<file path="src/rtl/cpu_pkg.sv">
// Shared CPU definitions for the branch sequencer.
// Contents: branch opcode, instruction-register field positions and the
// branch FSM state enumeration.
package cpu_pkg;

    localparam logic [4:0] OP_BR = 5'b10010;

    // Instruction-register field positions
    localparam int unsigned OpMsb = 31;
    localparam int unsigned OpLsb = 27;
    localparam int unsigned RaMsb = 26;
    localparam int unsigned RaLsb = 23;
    localparam int unsigned C2Msb = 22;
    localparam int unsigned C2Lsb = 19;

    typedef enum logic [2:0] {
        StIdle,
        StT3,
        StT4,
        StT5,
        StT6
    } state_e;

endpackage

</file>
<file path="src/rtl/sat_counter16.sv">
// 16-bit up-counter that saturates at 16'hFFFF instead of wrapping.
// Ports:
//   clk   - rising-edge clock
//   clr_n - synchronous active-low clear
//   inc   - count enable, one increment per cycle while high
//   count - current count
module sat_counter16 (
    input  logic        clk,
    input  logic        clr_n,
    input  logic        inc,
    output logic [15:0] count
);

    logic [15:0] count_q;
    logic [15:0] count_d;

    always_comb begin
        count_d = count_q;
        if (inc && (count_q != 16'hFFFF)) begin
            count_d = count_q + 16'd1;
        end
    end

    always_ff @(posedge clk) begin
        if (!clr_n) begin
            count_q <= '0;
        end else begin
            count_q <= count_d;
        end
    end

    assign count = count_q;

endmodule

</file>
<file path="src/rtl/branch_seq.sv">
// Control sequencer for conditional branch execution (T3..T6 micro-steps).
// Ports:
//   clk, clr_n           - clock and synchronous active-low reset
//   start, ir            - decoded-instruction handshake and instruction word
//   con                  - CON flip-flop result, consumed in T6
//   c2_field             - registered C2 field feeding the CON flip-flop
//   gra, rout, con_in    - T3 strobes (select Ra, drive bus, load CON)
//   pc_out, y_in         - T4 strobes
//   c_out, z_in, alu_add - T5 strobes
//   zlo_out, pc_in       - T6 strobes (pc_in gated by con)
//   busy, done, taken    - status; done/taken pulse in T6
//   illegal              - pulse after start with a non-branch opcode
//   taken_cnt            - saturating count of taken branches
module branch_seq
    import cpu_pkg::*;
(
    input  logic        clk,
    input  logic        clr_n,
    input  logic        start,
    input  logic [31:0] ir,
    input  logic        con,
    output logic [3:0]  c2_field,
    output logic        gra,
    output logic        rout,
    output logic        con_in,
    output logic        pc_out,
    output logic        y_in,
    output logic        c_out,
    output logic        z_in,
    output logic        alu_add,
    output logic        zlo_out,
    output logic        pc_in,
    output logic        busy,
    output logic        done,
    output logic        taken,
    output logic        illegal,
    output logic [15:0] taken_cnt
);

    state_e      state_q, state_d;
    logic [31:0] ir_q;
    logic        accept, bad_op;
    logic        t3_q, t4_q, t5_q, t6_q;
    logic        busy_q, illegal_q;

    // State register
    always_ff @(posedge clk) begin
        if (!clr_n) begin
            state_q <= StIdle;
        end else begin
            state_q <= state_d;
        end
    end

    // Next state; start is only looked at in IDLE, so it is ignored while busy
    always_comb begin
        state_d = state_q;
        accept  = 1'b0;
        bad_op  = 1'b0;
        unique case (state_q)
            StIdle: begin
                if (start) begin
                    if (ir[OpMsb:OpLsb] == OP_BR) begin
                        accept  = 1'b1;
                        state_d = StT3;
                    end else begin
                        bad_op = 1'b1;
                    end
                end
            end
            StT3:    state_d = StT4;
            StT4:    state_d = StT5;
            StT5:    state_d = StT6;
            StT6:    state_d = StIdle;
            default: state_d = StIdle;
        endcase
    end

    // Output registers decoded from the next state so each strobe is a flop
    always_ff @(posedge clk) begin
        if (!clr_n) begin
            ir_q      <= '0;
            t3_q      <= 1'b0;
            t4_q      <= 1'b0;
            t5_q      <= 1'b0;
            t6_q      <= 1'b0;
            busy_q    <= 1'b0;
            illegal_q <= 1'b0;
        end else begin
            if (accept) begin
                ir_q <= ir;
            end
            t3_q      <= (state_d == StT3);
            t4_q      <= (state_d == StT4);
            t5_q      <= (state_d == StT5);
            t6_q      <= (state_d == StT6);
            busy_q    <= (state_d != StIdle);
            illegal_q <= bad_op;
        end
    end

    assign c2_field = ir_q[C2Msb:C2Lsb];
    assign gra      = t3_q;
    assign rout     = t3_q;
    assign con_in   = t3_q;
    assign pc_out   = t4_q;
    assign y_in     = t4_q;
    assign c_out    = t5_q;
    assign z_in     = t5_q;
    assign alu_add  = t5_q;
    assign zlo_out  = t6_q;
    assign done     = t6_q;
    assign busy     = busy_q;
    assign illegal  = illegal_q;

    // The only paths from con to outputs
    assign pc_in = t6_q & con;
    assign taken = t6_q & con;

    sat_counter16 u_taken_cnt (
        .clk   (clk),
        .clr_n (clr_n),
        .inc   (taken),
        .count (taken_cnt)
    );

    // Opcode and Ra are held for the datapath but not decoded further here
    logic unused_ir_q;
    assign unused_ir_q = ^{ir_q[OpMsb:OpLsb], ir_q[RaMsb:RaLsb], ir_q[C2Lsb-1:0]};

endmodule

</file>
<file path="config.mk">
export PLATFORM = sky130hd
export DESIGN_NAME = branch_seq
export DESIGN_NICKNAME = d
export VERILOG_FILES = /design/src/rtl/cpu_pkg.sv /design/src/rtl/sat_counter16.sv /design/src/rtl/branch_seq.sv
export SDC_FILE = /design/constraint.sdc
export NUM_CORES = 1
export LEC_CHECK = 0
export CORE_MARGIN = 3
export CORE_UTILIZATION = 43
export CTS_CLUSTER_DIAMETER = 100
export CTS_CLUSTER_SIZE = 20
export DETAILED_ROUTE_END_ITERATION = 8
export GPL_TIMING_DRIVEN = 1
export PLACE_DENSITY = 0.9
export SLEW_MARGIN = 40
export SYNTH_ARGS = -nofsm -noshare
export SYNTH_HDL_FRONTEND = slang
export SYNTH_SLANG_ARGS = --single-unit
</file>
<file path="constraint.sdc">
create_clock -name clk -period 2.4 [get_ports clk]
set_input_delay 0.36 -clock clk [delete_from_list [all_inputs] [get_ports clk]]
set_output_delay 0.36 -clock clk [all_outputs]
set_load 0.01 [all_outputs]
</file>
; Word-level counts from Yosys, hierarchy flattened
; Index checks and enable logic that the tools add are counted.
[word_totals]
regBits = 48
latchBits = 0
ram_bits = 0
rom_bits = 0
out_inout_bits = 34
wordCells = 31
memories = 0
[classes]
n_addsub = 1
mul = 0
div_mod_pow = 0
magnitude_cmp = 0
n_eq_ne = 9
shifts = 0
n_mux = 7
n_bitwise = 1
n_reduce_logical = 4
[op_table]
columns = operator, count
row1 = $add 16x1->16 const B, 1
row2 = $ne 16x16->1 const B, 1
row3 = $eq 3x2->1 const B, 4
row4 = $pmux 3 s4, 1
row5 = $eq 3x1->1 const B, 2
row6 = $mux 3, 2
row7 = $eq 5x5->1 const B, 1
row8 = $mux 1, 4
row9 = $eq 3x3->1 const B, 1
row10 = $logic_not 3->1, 1
row11 = $reduce_and 3->1, 1
row12 = $reduce_bool 3->1, 1
row13 = $and 1x1->1, 1
row14 = $logic_and 1x1->1, 1

; Depth between registers and ports, before layout
; Gate-level depths: netlist of the first run.
[logic_depth]
word_depth = 5
ltp_mapped = 7
mapped_depth_nobuf = 5

; Hierarchy
; From an unflattened synthesis of the first run, not the netlist that was laid out.
[unflattened]
hier_cells = 154
area_unflattened_um2 = 1400.1
[modules_own_cells]
columns = mod, n_inst, cells_per_inst, area_per_inst_um2, seq_area_each_um2
row1 = sat_counter16, 1, 97, 837.1, 320.3
row2 = branch_seq, 1, 57, 563.0, 260.2

; Worst setup path before layout of the first run
; Ideal clock, no wire load.
[synth_path]
kind = reg2reg
start = register u_taken_cnt.count_q[0] (netlist: u_taken_cnt.count[0])
end = register u_taken_cnt.count_q[1] (netlist: u_taken_cnt.count[1])
arrival_ns = 1.526
slack_ns = 0.742
stages_incl_launch_ff = 8
period_less_slack_ns = 1.658
cell_sequence = dfxtp_1 ha_1 buf_6 nand4_4 nor4_4 buf_6 nand3b_1 a21oi_1
[synth_via]
elab_chain_len = 2
word_cells_on_any_way = 3
classes_between = add/sub (1) / eq/ne (1) / reduce/logical (1)
[synth_rtl]
columns = element, line
row1 = from (decl), sat_counter16.sv:14  ; logic [15:0] count_q;
row2 = from (signal assigned), sat_counter16.sv:28  ; count_q <= count_d;
row3 = "parallel branches: the longest is 2 deep, another holds $add 16x1->16", --
; Several ways; the timed one is not identified.
; A chain may end at the register's enable or synchronous reset.

; Worst setup path after layout of the first run
[layout_path]
start = register u_taken_cnt.count_q[0] (netlist: u_taken_cnt.count[0])
end = register u_taken_cnt.count_q[2] (netlist: u_taken_cnt.count[2])
; Same word-level chain as after synthesis.

==> impl_metrics.tcl, run 1 <==
set metrics [dict create \
    avgViaCountPerCell 5.34 \
    clock.fmax_mhz 468 \
    reg2reg_depth 5 \
    synthArstFlopShare_pct 0 \
    preCtsSetupSlack_ns 0.332 \
    io_pins 70 \
    tightest_slew_ns 0.634 \
    antenna_left 0 \
    cp-endpoint "u_taken_cnt.count[2]" \
    relSlewSlack_pct 57.4 \
    grt_pass1_wl_microns 5170 \
    regToRegSetupSlack_ns 0.26 \
    clockBufferDepth 2 \
    r2r-end "u_taken_cnt.count[2]" \
    cts_hold_buffers 0 \
    cp_cell_sequence "ha_1, nand4_4, nor4_4, o21ai_0, a21oi_1" \
    clkTransAtPathRegs_ns 0.09 \
    cap_viol_max_count 0 \
    power_density_nw_per_um2 494 \
    slew_viol_final 0 \
    synth_enable_flop_cells 0 \
    ctsResizeCount 0 \
    dp_hpwl_microns 2190 \
    finalWorstSetupSlack_ns 0.264 \
    pwr-share-seq_pct 51.3 \
    die_y_microns 63.0 \
    avgSynthCellArea_sq_um 8.90 \
    worst_path_max_delay_cell "nor4_4" \
    routed_wl_microns 2980 \
    synth_area_leaders "dfxtp_1, nand2_1, buf_4, a21oi_1, mux2i_1" \
    fillers 258 \
    synth_cell_types 42 \
    synth_area_sq_um 1400 \
    worst-setup-path-type "register to register" \
    hp-class "register to register" \
    cts-root-buf "clkbuf_4" \
    reg2reg_from "u_taken_cnt.count[0]" \
    drive_above_1_share_pct 8.04 \
    clkLatencyLatePin_ns 0.32 \
    path_max_fanout 13 \
    syn_inst 157 \
    crit_start "u_taken_cnt.count[0]" \
    syn_to_final_growth_pct 37.2 \
    grt-ovfl-total 0 \
    rsz0062_at_grt "no" \
    yosysTopAreaCell "dfxtp_1" \
    gp_congestion 0.777 \
    p_comb_share_pct 5.4 \
    htreeDepth 2 \
    dieArea_sq_um 3970 \
    grtUsageMet3_pct 5.58 \
    portBuffers 46 \
    synth-seq-cells 29 \
    p_clk_share_pct 43.4 \
    grt.busiest_layer "met2" \
    dp_cells 235 \
    switchingPower_mw 0.187 \
    num_rows 20 \
    core_sq_um 3080 \
    dpl_cell_area_sq_um 1830 \
    initial_core_util_pct 45.4 \
    antenna_found_initial 0 \
    max-vdd-ir-drop_uv 314 \
    critPathLaunchType "register" \
    seq_area_frac_synth_pct 41.5 \
    critical_path_arrival_ns 2.39 \
    drc_errors 0 \
    grt_max_degree 24 \
    period_needed_ns 2.14 \
    cts_made_buffers 5 \
    via_count 1297 \
    grt_pass1_vias 1142 \
    clock_skew_ns 0.00879 \
    numClockSinks 29 \
    nets 235 \
    drtIter0Drc 56 \
    synthFlopType "dfxtp_1" \
    outcome "finished clean" \
    end_kind "register" \
    worst-endpoint-required_ns 2.65 \
    setup_violations 0 \
    max_stage_delay_ns 0.65 \
    cts_setup_buffers 0 \
    p_int_mw 0.762 \
    die_w_microns 63.0 \
    yosysWarnings 0 \
    fin_crit_sh_pct 89.0 \
    final_cells 243 \
    leakage_nw 0.716 \
    grt_usage_pct 16.5 \
    met2_usage_pct 26.7 \
    met1_usage_pct 18.3 \
    antenna_cells 0 \
    synth_fp_nets 194 \
    swShare_pct 19.7 \
    cts_tree "yes" \
    final_area_sq_um 1920 \
    tns_ns 0 \
    total_power_mw 0.948 \
    drt_pre_antenna_iters 4 \
    synth_top_area_share_pct 41.5 \
    hold_viol_final 0 \
    wl_per_cell_microns 12.3 \
]
==> cells in the mapped netlist, types with 2 or more instances <==
master / instances
and4_1: 2
or4_1: 3
inv_1: 3
buf_4: 7
buf_6: 2
dfxtp_1: 29
mux2i_1: 5
a211oi_1: 2
o31ai_1: 2
nand3_1: 7
nand2_1: 21
nand2b_1: 4
and3_1: 4
clkbuf_1: 4
nand4_1: 4
nor3_1: 7
o21ai_0: 10
a21oi_1: 10
a31oi_1: 2
nor2_1: 7
==> routing by layer <==
layer	wire length, microns	part of all wire, %	up-vias
met2	1450	49	50
met1	1270	43	590
met4	51	1.7	0
li1	-	-	653
met5	0	0	-
met3	211	7.1	4
==> worst min path at each step <==
| stage | startpoint | to | slack, ns | depth (start not counted) |
|---|---|---|---|---|
| 2_1_floorplan | ir[31] | illegal | 0.45 | 1 |
| 3_3_place_gp | ir_q[20] | ir_q[20] | 0.46 | 2 |
| 3_5_place_dp | ir_q[20] | ir_q[20] | 0.47 | 2 |
| 4_1_cts | ir_q[20] | ir_q[20] | 0.48 | 2 |
| 5_1_grt | ir_q[19] | ir_q[19] | 0.51 | 2 |
| 6_report | ir_q[20] | ir_q[20] | 0.48 | 2 |
==> area by class of cell <==
class	instances	area (sq um)	area share (%)
clock inverters	1	30.0	1.57
repair buffers	48	475	24.8
inverters	3	11.3	0.587
multi-input cells	111	711	37.1
flip-flops and latches	29	581	30.3
well taps	44	55.1	2.87
clock buffers	7	55.1	2.87
==> power groups by stage <==
stage | logic [mW] | registers, mW | clock network [mW]
floorplan | 0.0196 | 0.497 | 0
global placement | 0.0502 | 0.497 | 0
detailed placement | 0.0510 | 0.497 | 0
CTS | 0.0510 | 0.486 | 0.425
global route | 0.0562 | 0.487 | 0.448
finish | 0.0507 | 0.486 | 0.411
==> worst max-delay path: cells and delay by family (launching register included) <==
kind | cells | cell delay, ns
fa+ha+maj | 1 | 0.42
compound gates | 2 | 0.34
flops | 1 | 0.43
simple gates | 2 | 0.86
==> cell usage in the layout (no fill, tap or decap), drive strengths merged, types with 3 or more instances in the layout <==
master         instances
nor3                   7
clkbuf                 7
and3                   4
mux2i                  5
a21oi                 10
nand4                  6
inv                    3
dfxtp                 29
clkdlybuf4s50         46
nor2                   7
nand2b                 4
nand3                  7
nand2                 21
nor4                   3
o21ai                 10
or4                    3
==> state kept, by name (all words and copies together), names as in the netlist <==
name,count
pc_out,1
alu_add,1
done,1
con_in,1
busy,1
u_taken_cnt.count,16
state_q,3
ir_q,4
illegal,1
==> cell families after synthesis <==
group | count (synthesis) | share of synthesized area (%)
buffers and inverters | 17 | 7.61
AO/OA/AOI/OAI | 31 | 13.4
AND/OR/NAND/NOR | 73 | 32.3
flip-flops | 29 | 41.5
adder cells (fa/ha/maj) | 1 | 0.895
multiplexers | 5 | 3.58
XOR/XNOR | 1 | 0.627
==> through the flow <==
step / hold slack [ns] / util, %
final: 0.476 / 62.3
after global routing: 0.513 / 62.3
after CTS: 0.481 / 62.3
after detailed placement: 0.465 / 59.6
after global placement: 0.457 / 59.6
after floorplan: 0.447 / -
Note: power is estimated with default switching activity, not from simulation.
==> run 2: changes to the inputs <==
--- a/config.mk
+++ b/config.mk
@@ -12,6 +12,7 @@
 export DETAILED_ROUTE_END_ITERATION = 8
 export GPL_TIMING_DRIVEN = 1
 export PLACE_DENSITY = 0.9
+export SKIP_CTS_REPAIR_TIMING = 1
 export SLEW_MARGIN = 40
 export SYNTH_ARGS = -nofsm -noshare
 export SYNTH_HDL_FRONTEND = slang
==> results of run 2 <==
Final layout, timing and power as in run 1 (identical DEF).
==> run 3: changes to the inputs <==
--- a/config.mk
+++ b/config.mk
@@ -8,7 +8,7 @@
 export CORE_MARGIN = 3
 export CORE_UTILIZATION = 43
 export CTS_CLUSTER_DIAMETER = 100
-export CTS_CLUSTER_SIZE = 20
+export CTS_CLUSTER_SIZE = 40
 export DETAILED_ROUTE_END_ITERATION = 8
 export GPL_TIMING_DRIVEN = 1
 export PLACE_DENSITY = 0.9
==> results of run 3 <==
Final layout, timing and power as in run 1 (identical DEF).
